File: src/rtl/seq_adder_pkg.sv
// Shared type definitions for the sequential wide-operand adder.
package seq_adder_pkg;

  typedef enum logic [1:0] {
    IDLE,
    RUN,
    DONE
  } seq_add_state_t;

endpackage

File: src/rtl/param_full_adder.sv
// Combinational WIDTH-bit adder with carry in and carry out; one slice of the wide add.
module param_full_adder #(
  parameter int WIDTH = 4
) (
  input  logic [WIDTH-1:0] a,
  input  logic [WIDTH-1:0] b,
  input  logic             cin,
  output logic [WIDTH-1:0] sum,
  output logic             cout
);

  logic [WIDTH:0] total;

  assign total = {1'b0, a} + {1'b0, b} + {{WIDTH{1'b0}}, cin};
  assign sum   = total[WIDTH-1:0];
  assign cout  = total[WIDTH];

endmodule

File: src/rtl/seq_wide_adder_ctrl.sv
// Wide adder that ripples one WIDTH-bit slice per cycle through a single shared
// adder, with valid/ready handshakes on the operand and result sides.
module seq_wide_adder_ctrl
  import seq_adder_pkg::*;
#(
  parameter int WIDTH  = 4,
  parameter int NSLICE = 4
) (
  input  logic                     clk,
  input  logic                     rst_n,
  input  logic                     in_valid,
  output logic                     in_ready,
  input  logic [WIDTH*NSLICE-1:0]  a,
  input  logic [WIDTH*NSLICE-1:0]  b,
  input  logic                     cin,
  output logic                     out_valid,
  input  logic                     out_ready,
  output logic [WIDTH*NSLICE-1:0]  sum,
  output logic                     cout,
  output logic                     busy
);

  localparam int TW = WIDTH * NSLICE;
  localparam int IW = $clog2(NSLICE);
  localparam logic [IW-1:0] LAST = IW'(NSLICE - 1);

  seq_add_state_t   state;
  logic [IW-1:0]    idx;
  logic [TW-1:0]    a_r;
  logic [TW-1:0]    b_r;
  logic [TW-1:0]    sum_r;
  logic             carry_r;

  logic [WIDTH-1:0] slice_a;
  logic [WIDTH-1:0] slice_b;
  logic [WIDTH-1:0] slice_s;
  logic             slice_c;

  assign slice_a = a_r[idx*WIDTH +: WIDTH];
  assign slice_b = b_r[idx*WIDTH +: WIDTH];

  param_full_adder #(
    .WIDTH(WIDTH)
  ) u_fa (
    .a    (slice_a),
    .b    (slice_b),
    .cin  (carry_r),
    .sum  (slice_s),
    .cout (slice_c)
  );

  // Operand capture: data only, no reset needed since RUN is never entered without a load.
  always_ff @(posedge clk) begin
    if (state == IDLE && in_valid) begin
      a_r <= a;
      b_r <= b;
    end
  end

  always_ff @(posedge clk) begin
    if (!rst_n) begin
      state     <= IDLE;
      idx       <= '0;
      carry_r   <= 1'b0;
      sum_r     <= '0;
      in_ready  <= 1'b1;
      out_valid <= 1'b0;
      busy      <= 1'b0;
    end else begin
      case (state)
        IDLE: begin
          if (in_valid) begin
            carry_r  <= cin;
            sum_r    <= '0;
            idx      <= '0;
            state    <= RUN;
            in_ready <= 1'b0;
            busy     <= 1'b1;
          end
        end
        RUN: begin
          sum_r[idx*WIDTH +: WIDTH] <= slice_s;
          carry_r                   <= slice_c;
          // idx parks on the last slice so it never wraps past NSLICE-1.
          if (idx == LAST) begin
            state     <= DONE;
            out_valid <= 1'b1;
          end else begin
            idx <= idx + 1'b1;
          end
        end
        DONE: begin
          if (out_ready) begin
            state     <= IDLE;
            out_valid <= 1'b0;
            busy      <= 1'b0;
            in_ready  <= 1'b1;
          end
        end
        default: begin
          state     <= IDLE;
          out_valid <= 1'b0;
          busy      <= 1'b0;
          in_ready  <= 1'b1;
        end
      endcase
    end
  end

  assign sum  = sum_r;
  assign cout = carry_r;

endmodule

File: config.mk
export PLATFORM = sky130hd
export DESIGN_NAME = seq_wide_adder_ctrl
export DESIGN_NICKNAME = d
export VERILOG_FILES = /design/src/rtl/seq_adder_pkg.sv /design/src/rtl/param_full_adder.sv /design/src/rtl/seq_wide_adder_ctrl.sv
export SDC_FILE = /design/constraint.sdc
export NUM_CORES = 1
export LEC_CHECK = 0
export BUFFER_PORTS_ARGS = -buffer_cell sky130_fd_sc_hd__buf_2
export CORE_MARGIN = 5
export CORE_UTILIZATION = 47
export CTS_BUF_LIST = sky130_fd_sc_hd__clkbuf_8
export DETAILED_ROUTE_END_ITERATION = 10
export HOLD_SLACK_MARGIN = 0.05
export PLACE_DENSITY = 0.72
export SYNTH_ARGS = -nofsm -noshare
export SYNTH_HDL_FRONTEND = slang
export SYNTH_SLANG_ARGS = --single-unit
File: constraint.sdc
create_clock -name clk -period 3.55 [get_ports clk]
set_input_delay 0.5325 -clock clk [delete_from_list [all_inputs] [get_ports clk]]
set_output_delay 0.5325 -clock clk [all_outputs]
set_load 0.1 [all_outputs]
# Yosys cells after proc, flatten, opt, wreduce, memory -nomap -nowiden
# Cells that the tools add are included.
# word_totals
regBits	56
input_bits	37
out_inout_bits	20
elab_cells	54
# classes
add_sub_neg	4
eq_ne	7
shift	4
muxes	20
bitwise	2
n_reduce_logical	8
# ops
op	n
negation 4 -> 34 bit	1
variable shift 4 x 34 -> 16 bit, first input constant	1
variable part select 4 x 34 -> 16 bit	1
one-hot mux 16 bit (2 select lines)	1
variable part select 16 x 5 -> 4 bit	2
bitwise mux 16 bit	1
2-to-1 mux 16 bit	1
AND reduction 3 bit	4
2-to-1 mux 2 bit	5
one-hot mux 1 bit (3 select lines)	3
inequality test 2 bit, second input constant	4
2-to-1 mux 1 bit	6
one-hot mux 2 bit (3 select lines)	1
adder 4 x 4 -> 5 bit	1
adder 5 x 1 -> 5 bit	1
equality test 2 bit, second input constant	2
one-hot mux 2 bit (2 select lines)	1
adder 2 x 1 -> 2 bit, second input constant	1
equality test 2 x 1 -> 1 bit, second input constant	1
logical NOT 2 bit	1
NOT 1 bit	2
one-hot mux 1 bit (2 select lines)	1
AND reduction 2 bit	1
nonzero test 2 bit	1
logical AND 1 bit	1

# Depth between registers and ports, before layout
# Gate-level depths: netlist of the first run.
# depth
depth_word	6
mapped_depth	7
depth_no_buf	6

# Hierarchy
# Synthesis of the first run repeated with hierarchy kept, for this count alone.
# hier_totals
cells_unflattened	182
area_unflattened_um2	2358.5
# by_module_without_submodules
mod	n_inst	cells_per_inst	area_each_um2
seq_wide_adder_ctrl	1	166	2214.6
param_full_adder	1	16	143.9

# Worst setup path after synthesis of the first run
# Ideal clock, no wire load.
# synth_timing
kind	flip-flop to flip-flop
from	register idx[0]
to	register carry_r, in the netlist cout
setup_time_ns	0.125
arrival_ns	2.513
required_ns	3.425
path_slack_ns	0.912
path_stages_with_launch	8
n_path_buf	1
period_less_slack_ns	2.638
cell_sequence	dfxtp_1 > buf_4 > mux4_2 > fa_1 > fa_1 > a21o_1 > a211oi_1 > a211oi_1
# synth_via
elab_chain_cells	4
# synth_rtl
element	line	text
start: declaration	seq_wide_adder_ctrl.sv:28	logic [IW-1:0] idx;
start signal: assignment	seq_wide_adder_ctrl.sv:89	idx <= idx + 1'b1;
variable part select 16 x 5 -> 4 bit (on tied branches)	seq_wide_adder_ctrl.sv:39, seq_wide_adder_ctrl.sv:40	
adder 4 x 4 -> 5 bit *	param_full_adder.sv:14	assign total = {1'b0, a} + {1'b0, b} + {{WIDTH{1'b0}}, cin};
adder 5 x 1 -> 5 bit *	param_full_adder.sv:14	
one-hot mux 1 bit (2 select lines) *	seq_wide_adder_ctrl.sv:70	case (state)
end signal: assignment	seq_wide_adder_ctrl.sv:73	carry_r <= cin;
end signal: assignment	seq_wide_adder_ctrl.sv:83	carry_r <= slice_c;
end: declaration	seq_wide_adder_ctrl.sv:32	logic carry_r;
# Every way passes the cells marked *; elsewhere a longest branch is shown, timed or not.
# A chain may end at the register's enable or synchronous reset.

# Final worst setup path of the first run
# Same ends and word-level chain as after synthesis.

==> results of run 1 <==
[routing by layer]
| metal | vias up | global-route usage | wire length, um |
|---|---|---|---|
| li1 | 755 | - | - |
| met1 | 708 | 0.1968 | 1902 |
| met2 | 42 | 0.2210 | 2012 |
| met3 | 6 | 0.04148 | 257 |
| met4 | 0 | 0.04561 | 59 |
| met5 | - | 0 | 0 |
[flip-flops by register name (all words and copies together), names as in the netlist]
signal and count:
in_ready 1, idx 2, a_r 16, out_valid 1
sum 16, busy 1, b_r 16, state 2
cout 1
[cell families (layout without fill, tap and decap cells)]
group	after synthesis	in the layout	synth area share
AOI/OAI and AO/OA	38	38	0.1128
xor gates and xnor gates	1	1	0.003744
adders and majority gates	9	9	0.05454
buffers and inverters	10	71	0.01872
DFF	56	56	0.6160
muxes	8	8	0.07700
and+or+nand+nor	46	46	0.1171
[cell type report]
| class | instances | area, sq um | share of cell area |
|---|---|---|---|
| Tap cell | 67 | 83.83 | 0.02987 |
| Timing Repair Buffer | 59 | 302.8 | 0.1079 |
| Multi-Input combinational cell | 102 | 857.1 | 0.3054 |
| Clock inverter | 3 | 37.54 | 0.01337 |
| Inverter | 4 | 15.01 | 0.005350 |
| Sequential cell | 56 | 1441 | 0.5136 |
| Clock buffer | 5 | 68.82 | 0.02452 |
[synth_stat cells]
| library cell | number | area share |
|---|---|---|
| nand2b_1 | 3 | 0.0080 |
| nor3_1 | 1 | 0.0021 |
| a21o_1 | 6 | 0.019 |
| nand3_1 | 5 | 0.011 |
| and3_1 | 2 | 0.0053 |
| mux4_2 | 8 | 0.077 |
| inv_1 | 4 | 0.0064 |
| a211oi_1 | 2 | 0.0064 |
| buf_2 | 2 | 0.0043 |
| a22oi_1 | 13 | 0.042 |
| a21oi_1 | 2 | 0.0043 |
| o21ai_1 | 2 | 0.0043 |
| a2bb2oi_1 | 1 | 0.0037 |
| a211o_1 | 1 | 0.0037 |
| nor4b_2 | 1 | 0.0064 |
| edfxtp_1 | 32 | 0.41 |
| or2_2 | 1 | 0.0027 |
| o22ai_1 | 1 | 0.0027 |
| fa_1 | 2 | 0.017 |
| buf_4 | 1 | 0.0032 |
| or3_1 | 1 | 0.0027 |
| ha_1 | 7 | 0.037 |
| nand2_1 | 10 | 0.016 |
| a22o_1 | 1 | 0.0037 |
| a21boi_0 | 2 | 0.0064 |
| dfxtp_1 | 24 | 0.21 |
| nor2b_1 | 17 | 0.045 |
| and3b_1 | 1 | 0.0037 |
| nor4_2 | 1 | 0.0053 |
| nor2_1 | 2 | 0.0032 |
| xor2_1 | 1 | 0.0037 |
| o21ai_0 | 6 | 0.013 |
| and4bb_1 | 1 | 0.0053 |
| clkbuf_1 | 3 | 0.0048 |
| a32oi_1 | 1 | 0.0037 |
[layout by cell type (no fill, tap or decap), types with 2 or more instances in the layout]
cell	instances
nand3_1	5
a22oi_1	13
nand2_1	10
clkinv_1	2
mux4_2	8
nand2b_1	3
a211oi_1	2
buf_2	56
dfxtp_1	24
a21o_1	6
o21ai_0	6
a21oi_1	2
clkbuf_8	5
edfxtp_1	32
ha_1	7
inv_1	4
a21boi_0	2
and3_1	2
buf_4	3
nor2b_1	17
o21ai_1	2
fa_1	2
[power groups by stage]
stage                     registers, W  clock network, W  logic (W)
after CTS                     0.000739          0.000402   0.000229
after detailed placement      0.000755                 0   0.000228
after floorplan               0.000800                 0   0.000117
after global placement        0.000753                 0   0.000225
after global routing          0.000744          0.000432   0.000247
final                         0.000739          0.000395   0.000227
[critical path, stage by stage (launching register included)]
cell and delay, ps:
dfxtp_1 640, mux4_2 580, fa_1 450, fa_1 410, a21o_1 190, a211oi_1 280
a211oi_1 80
[stage by stage]
step	cell area, sq um	utilization	total power (W)	worst slack [ps]
after floorplan	2340	-	0.0009166	912.0
after global placement	2700	0.5642	0.0009785	827.7
after detailed placement	2700	0.5642	0.0009826	791.7
after CTS	2806	0.5864	0.001370	771.3
after global routing	2806	0.5864	0.001423	601.8
final	2806	0.5864	0.001361	799.6
[path summary, 6_finish.rpt]
path / from / end / slack (ps) / cells after the start
max: idx[0] / cout / 800 / 6
min reg2reg: out_valid / out_valid / 460 / 2
min: a[14] / a_r[14] / 400 / 1
max reg2reg: idx[0] / cout / 800 / 6
==> metrics.yaml, run 1 <==
run_status: "completed"
cts_tree: "yes"
antenna_cells: 0
period_minus_slack_ps: 2750
max_freq_mhz: 363.6
cts_buffers: 5
grt_setup_unrepaired: "false"
fin_worst_skew_ps: 10.52
worstPathArrival_ps: 2940
powerDensity_nw_per_um2: 484.9
timing.max_slew.rel_slack: 0.6750
synthDistinctLibCells: 35
grt_pass1_wl_um: 7065
gp_congestion: 0.7672
cts_max_path_buffers: 2
p_clk_frac: 0.290
holdWs_ps: 395.6
hpwl_um: 3196
switching_share: 0.2574
start_util: 0.4889
grt_antenna_before_repair: 0
p_int_w: 0.001011
worstSetupStartpointType: "flop"
cts_resized: 0
viasPerCell: 5.105
post_cts_buffers: 0
setup_viol: 0
die_x_um: 80.56
ys.warnings.count: 0
dp.cells: 288
area.growth.synth_to_final_pct: 19.95
clkLatencyLatePin_ps: 300
cts_root_buffer: "clkbuf_8"
slew_violations: 0
switchingPower_w: 0.0003502
finalSetupTns_ps: 0
seqPwrFrac: 0.543
first_global_vias: 1461
die_h_um: 80.56
syn_avg_cell_area_sq_um: 13.93
tightest_slew_ps: 486.9
min_path_type: "input pin to flop"
drive_gt1_frac: 0.3362
io_buffers: 56
ys_seq_area_frac: 0.6160
htreeDepth: 2
path_clk_slew_ps: 100
hold_viol: 0
drt_pass1_iterations: 4
path_class: "flop to flop"
critPathRequiredTime_ps: 3740
grt_max_degree: 33
end_kind: "flop"
combPwrFrac: 0.167
hold_buffers: 0
design.die.area_sq_um: 6489
syn-num-nets: 214
num_vias: 1511
syn_area_sq_um: 2340
n_fill_cell: 410
fp-row-count: 25
synth_cells: 168
routed_wirelength_um: 4232
power_leakage_nw: 1.107
grt_overflow: 0
io_pins: 57
ys_ff_latch: 56
nNetsFinal: 274
postRouteAntennaNets: 0
grtUsageTotal: 0.1441
post_drt_wl_per_cell_um: 14.30
core_sq_um: 4786
fin_crit_sh: 0.7748
finalNonFillerCells: 296
ir_worst_vdd_v: 0.0003591
clock_sinks: 56
drc: 0
initialDrtViolationCount: 95
critPathMaxFanout: 10
drv_cap: 0
(Power assumes the default switching activity.)
==> run 2, diff against run 1 <==
Settings changed: PLACE_DENSITY 0.72 to 0.74.
Clock period 3.55 ns to 2.2 ns, I/O delays scaled along.
==> metrics.yaml, run 2 (same netlist as run 1, synthesis figures left out) <==
most-common-layout-cells: "56 x buf_2, 32 x edfxtp_1, 23 x dfxtp_1"  # was 56 x buf_2, 32 x edfxtp_1, 24 x dfxtp_1
final_util: 0.6105  # was 0.5864
viasPerCell: 5.106  # was 5.105
r2r_slack_ps: -80  # was 800 ps
critPathRequiredTime_ps: 2390  # was 3740 ps
finalPower_w: 0.002258  # was 0.001361 W
cts_tree: "yes"  # unchanged
min_path_type: "input pin to flop"  # unchanged
dp.cells: 293  # was 288
path_clk_slew_ps: 100  # about the same
ir_worst_vdd_v: 0.0004619  # was 0.0003591 V
final_common_cell: "buf_2"  # unchanged
timing.max_slew.rel_slack: 0.6575  # was 0.6750
die_h_um: 80.56  # unchanged
n_fill_cell: 388  # was 410
drive_gt1_frac: 0.4170  # was 0.3362
grt_overflow: 0  # unchanged
violations: "setup timing"
core_sq_um: 4786  # unchanged
antenna_cells: 0  # unchanged
start_util: 0.4889  # unchanged
path_class: "flop to flop"  # unchanged
grt_antenna_before_repair: 0  # unchanged
clock_sinks: 56  # unchanged
hpwl_um: 3239  # was 3196 um
area.growth.synth_to_final_pct: 24.87  # was 19.95%
nNetsFinal: 280  # was 274
holdWs_ps: 196.7  # was 395.6 ps
powerDensity_nw_per_um2: 772.7  # was 484.9 nW/um^2
initialDrtViolationCount: 118  # was 95
grtUsageTotal: 0.1557  # was 0.1441
grt_max_degree: 28  # was 33
finalNonFillerCells: 302  # was 296
clkLatencyLatePin_ps: 300  # about the same
max_freq_mhz: 438.2  # was 363.6 MHz
worstSetupStartpointType: "flop"  # unchanged
fp-row-count: 25  # unchanged
hold_viol: 0  # unchanged
gp_congestion: 0.7402  # was 0.7672
die_x_um: 80.56  # unchanged
postRouteAntennaNets: 0  # unchanged
run_status: "complete, but fails checks"  # was completed
cts_max_path_buffers: 2  # unchanged
tightest_slew_ps: 509.5  # was 486.9 ps
cts_root_buffer: "clkbuf_8"  # unchanged
design.die.area_sq_um: 6489  # unchanged
power_leakage_nw: 1.143  # was 1.107 nW
fin_crit_sh: 1.037  # was 0.7748
grt_setup_unrepaired: "true"  # was false
drt_pass1_iterations: 4  # unchanged
fin_worst_skew_ps: 7.667  # was 10.52 ps
setup_viol: 6  # was 0
setup_slack_ps: -81.87  # was 799.6 ps
io_buffers: 56  # unchanged
num_vias: 1542  # was 1511
routed_wirelength_um: 4409  # was 4232 um
htreeDepth: 2  # unchanged
cts_buffers: 5  # unchanged
grt_pass1_wl_um: 7741  # was 7065 um
slew_violations: 0  # unchanged
drc: 0  # unchanged
end_kind: "flop"  # unchanged
worstPathArrival_ps: 2470  # was 2940 ps
hold_buffers: 0  # unchanged
io_pins: 57  # unchanged
post_drt_wl_per_cell_um: 14.60  # was 14.30 um
first_global_vias: 1631  # was 1461
finalSetupTns_ps: -368.2  # was 0 ps
period_minus_slack_ps: 2282  # was 2750 ps
critPathMaxFanout: 4  # was 10
drv_cap: 0  # unchanged
[run 2: final cells by class]
cell class / count / area, sq um / area share
clock inverters: 3 / 38.79 / 0.01328
clock buffers: 5 / 68.82 / 0.02355
repair buffers: 65 / 347.8 / 0.1191
well taps: 67 / 83.83 / 0.02869
multi-input cells: 102 / 922.1 / 0.3156
flip-flops and latches: 56 / 1445 / 0.4946
inverters: 4 / 15.01 / 0.005139
[run 2: routing by layer]
layer,track usage,wire (um),part of all wire
met1,0.2067,1983,0.45
met2,0.2483,2154,0.49
met3,0.04036,233,0.053
met4,0.05068,39,0.0088
met5,0,0,0
[run 2: repair_timing]
action / CTS / global route
buffers inserted: 0 / 1
setup endpoints to repair: 10 / 13
hold endpoints to repair: 0 / 0
gates resized for setup: 5 / 6
pin swaps: 1 / 1
[run 2: metrics by stage]
stage                     cell area (sq um)  setup WS, ps
after global routing                   2922        -166.4
after floorplan                        2359        -151.2
final                                  2922        -81.87
after CTS                              2879        -103.6
after global placement                 2746        -151.6
after detailed placement               2746        -216.3
[run 2: where the power goes]
part	switching (W)	internal, W	leakage [nW]	total, W
logic	0.000256	0.000168	0.585	0.000424
registers	0.0000257	0.00117	0.502	0.00119
clock network	0.000310	0.000332	0.0555	0.000642
total	0.000592	0.00167	1.14	0.00226
[run 2: final timing paths]
path	start	to	cells past startpoint
worst max-delay path	idx[0]	cout	6
worst min-delay path	a[10]	a_r[10]	1
worst max register to register	idx[0]	cout	6
worst min register to register	sum[7]	sum[7]	2
[run 2: worst max-delay path: stages, from the launching register on]
cell      delay, ps
dfxtp_4         380
mux4_2          520
fa_2            380
fa_2            370
a21o_1          200
a211oi_2        240
a211oi_1         80
==> run 3, diff against run 2 <==
Settings changed: ABC_AREA set to 1.
==> metrics.yaml, run 3 <==
run_status: "completed"  # was complete, but fails checks
critPathMaxFanout: 10  # was 4
ir_worst_vdd_v: 0.0004149  # was 0.0004619 V
syn-num-nets: 274  # was 214
cts_max_path_buffers: 2  # unchanged
worstSetupStartpointType: "flop"  # unchanged
final_common_cell: "buf_2"  # unchanged
post_drt_wl_per_cell_um: 12.78  # was 14.60 um
setup_slack_ps: 47.24  # was -81.87 ps
ys.warnings.count: 0  # unchanged
setup_viol: 0  # was 6
synth_edf_count: 32  # unchanged
synth_top_family_by_area: "simple AND/OR/NAND/NOR gates"  # unchanged
initialDrtViolationCount: 63  # was 118
worstPathArrival_ps: 2390  # was 2470 ps
r2r_slack_ps: 50  # was -80 ps
critPathRequiredTime_ps: 2430  # was 2390 ps
synth_xor_xnor_area_share: 0.003694  # was 0.003743
most-common-layout-cells: "56 x buf_2, 35 x nand2_1, 32 x edfxtp_1"  # was 56 x buf_2, 32 x edfxtp_1, 23 x dfxtp_1
async_reset_ff_frac: 0  # unchanged
hpwl_um: 3490  # was 3239 um
finalPower_w: 0.002694  # was 0.002258 W
holdWs_ps: 185.9  # was 196.7 ps
viasPerCell: 4.942  # was 5.106
timing.max_slew.rel_slack: 0.6281  # was 0.6575
core_sq_um: 4817  # was 4786 sq um
synth_commonest_cells: "36 x nand2_1, 32 x edfxtp_1, 25 x nor2_1"  # was 32 x edfxtp_1, 24 x dfxtp_1, 17 x nor2b_1
grt_pass1_wl_um: 7562  # was 7741 um
drt_pass1_iterations: 4  # unchanged
max_freq_mhz: 464.5  # was 438.2 MHz
antenna_cells: 0  # unchanged
period_minus_slack_ps: 2153  # was 2282 ps
grt_overflow: 0  # unchanged
grt_setup_unrepaired: "true"  # unchanged
final_util: 0.6166  # was 0.6105
synthDistinctLibCells: 28  # was 35
fp-row-count: 25  # unchanged
end_kind: "flop"  # unchanged
dpl-instance-area_sq_um: 2770  # was 2746 sq um
postRouteAntennaNets: 0  # unchanged
drc: 0  # unchanged
start_util: 0.4922  # was 0.4889
io_buffers: 56  # unchanged
fin_worst_skew_ps: 8.443  # was 7.667 ps
synth_top_cell_area_share: 0.4053  # was 0.4107
ys_seq_area_frac: 0.6079  # was 0.6160
powerDensity_nw_per_um2: 907.0  # was 772.7 nW/um^2
synth_top_area_cell: "edfxtp_1"  # unchanged
routed_wirelength_um: 4614  # was 4409 um
die_x_um: 81.03  # was 80.56 um
syn_area_sq_um: 2371  # was 2340 sq um
synth_cells: 228  # was 168
synth_fa_ha_area_frac: 0.05383  # was 0.05455
min_path_type: "input pin to flop"  # unchanged
drv_cap: 0  # unchanged
yosys.area_share.simple: 0.1604  # was 0.1171
fin_crit_sh: 0.9785  # was 1.037
num_vias: 1784  # was 1542
synth_compound_area_frac: 0.1214  # was 0.1128
htreeDepth: 2  # unchanged
drive_gt1_frac: 0.3265  # was 0.4170
place_ws_ps: -33.31  # was -216.3 ps
first_global_vias: 1757  # was 1631
ys_ff_latch: 56  # unchanged
die_h_um: 81.03  # was 80.56 um
gp_congestion: 0.8446  # was 0.7402
grt_max_degree: 33  # was 28
io_pins: 57  # unchanged
yosysMostFrequentCell: "nand2_1"  # was edfxtp_1
hold_buffers: 0  # unchanged
cts_root_buffer: "clkbuf_8"  # unchanged
grtUsageTotal: 0.1489  # was 0.1557
grt_antenna_before_repair: 0  # unchanged
netlist_top_cells_area: "edfxtp_1 41%, dfxtp_1 20%, nand2_1 5.7%"  # was edfxtp_1 41%, dfxtp_1 21%, mux4_2 7.7%
path_clk_slew_ps: 100  # about the same
yosys-mux-area-fraction: 0.004222  # was 0.07701
hold_viol: 0  # unchanged
path_class: "flop to flop"  # unchanged
design.die.area_sq_um: 6565  # was 6489 sq um
clkLatencyLatePin_ps: 310  # was 300 ps
final_cell_area_sq_um: 2970  # was 2922 sq um
slew_violations: 0  # unchanged
power_leakage_nw: 1.246  # was 1.143 nW
area.growth.synth_to_final_pct: 25.28  # was 24.87%
syn_avg_cell_area_sq_um: 10.40  # was 13.93 sq um
tightest_slew_ps: 557.2  # was 509.5 ps
cts_buffers: 5  # unchanged
cts_tree: "yes"  # unchanged
nNetsFinal: 339  # was 280
clock_sinks: 56  # unchanged
ys.flop_type: "edfxtp_1"  # unchanged
## run 3: cell types whose count changed after synthesis, moves of 3 or more
cell,before,now
o21ai_0,6,21
mux4_2,8,0
inv_1,4,15
nor2b_1,17,0
a21o_1,6,0
inv_2,0,3
o22ai_1,1,8
a21oi_1,2,22
nor2_1,2,25
a22oi_1,13,2
nand4_1,0,3
nand2b_1,3,0
nand2_1,10,36
## run 3: final timing paths
kind	cells past startpoint	from	to
worst max-delay path	9	idx[0]	sum[5]
worst min-delay path	1	a[13]	a_r[13]
worst min register to register	2	sum[8]	sum[8]
worst max register to register	9	idx[0]	sum[5]
## run 3: critical path: stages (launching register included)
cell	delay [ps]
dfxtp_4	400
inv_1	110
o21ai_2	130
o22ai_1	110
fa_2	400
fa_2	550
nand2_1	70
nor2_2	120
nand2_1	60
a21oi_1	140
## run 3: timing repair
action / in CTS / in global routing
endpoints found under the hold margin: 0 / 0
buffers inserted: 0 / 2
pin swaps: 0 / 1
setup endpoints to repair: 4 / 10
gates resized for setup: 2 / 7
## run 3: cells by family after synthesis
group           Yosys count
flops                    56
mux                       1
xor+xnor                  1
buf+inv                  27
simple gates             80
fa+ha+maj                 9
compound gates           54
## run 3: final cells by class
type / instances / area, sq um
flip-flops and latches: 56 / 1445
clock inverters: 3 / 90.09
fillers: 433 / 1847
repair buffers: 66 / 355.3
inverters: 19 / 76.32
clock buffers: 5 / 68.82
well taps: 67 / 83.83
multi-input cells: 145 / 850.8
## run 3: through the flow
step	setup TNS, ps	cells
6_report	0	361
5_1_grt	-304.6	361
4_1_cts	0	359
3_5_place_dp	-87.56	351
3_3_place_gp	0	351
2_1_floorplan	0	228
## run 3: routing by layer
layer | routed length [um] | vias up | global-route usage
met5 | 0 | - | 0
met4 | 51 | 0 | 0.04899
met3 | 340 | 6 | 0.04767
met2 | 2119 | 56 | 0.2463
met1 | 2102 | 807 | 0.1845
li1 | - | 915 | -
## run 3: power breakdown
group / internal, W / switching, W / total (W)
Combinational: 0.000215 / 0.000390 / 0.000605
Sequential: 0.00117 / 0.0000252 / 0.00120
Clock: 0.000569 / 0.000323 / 0.000892
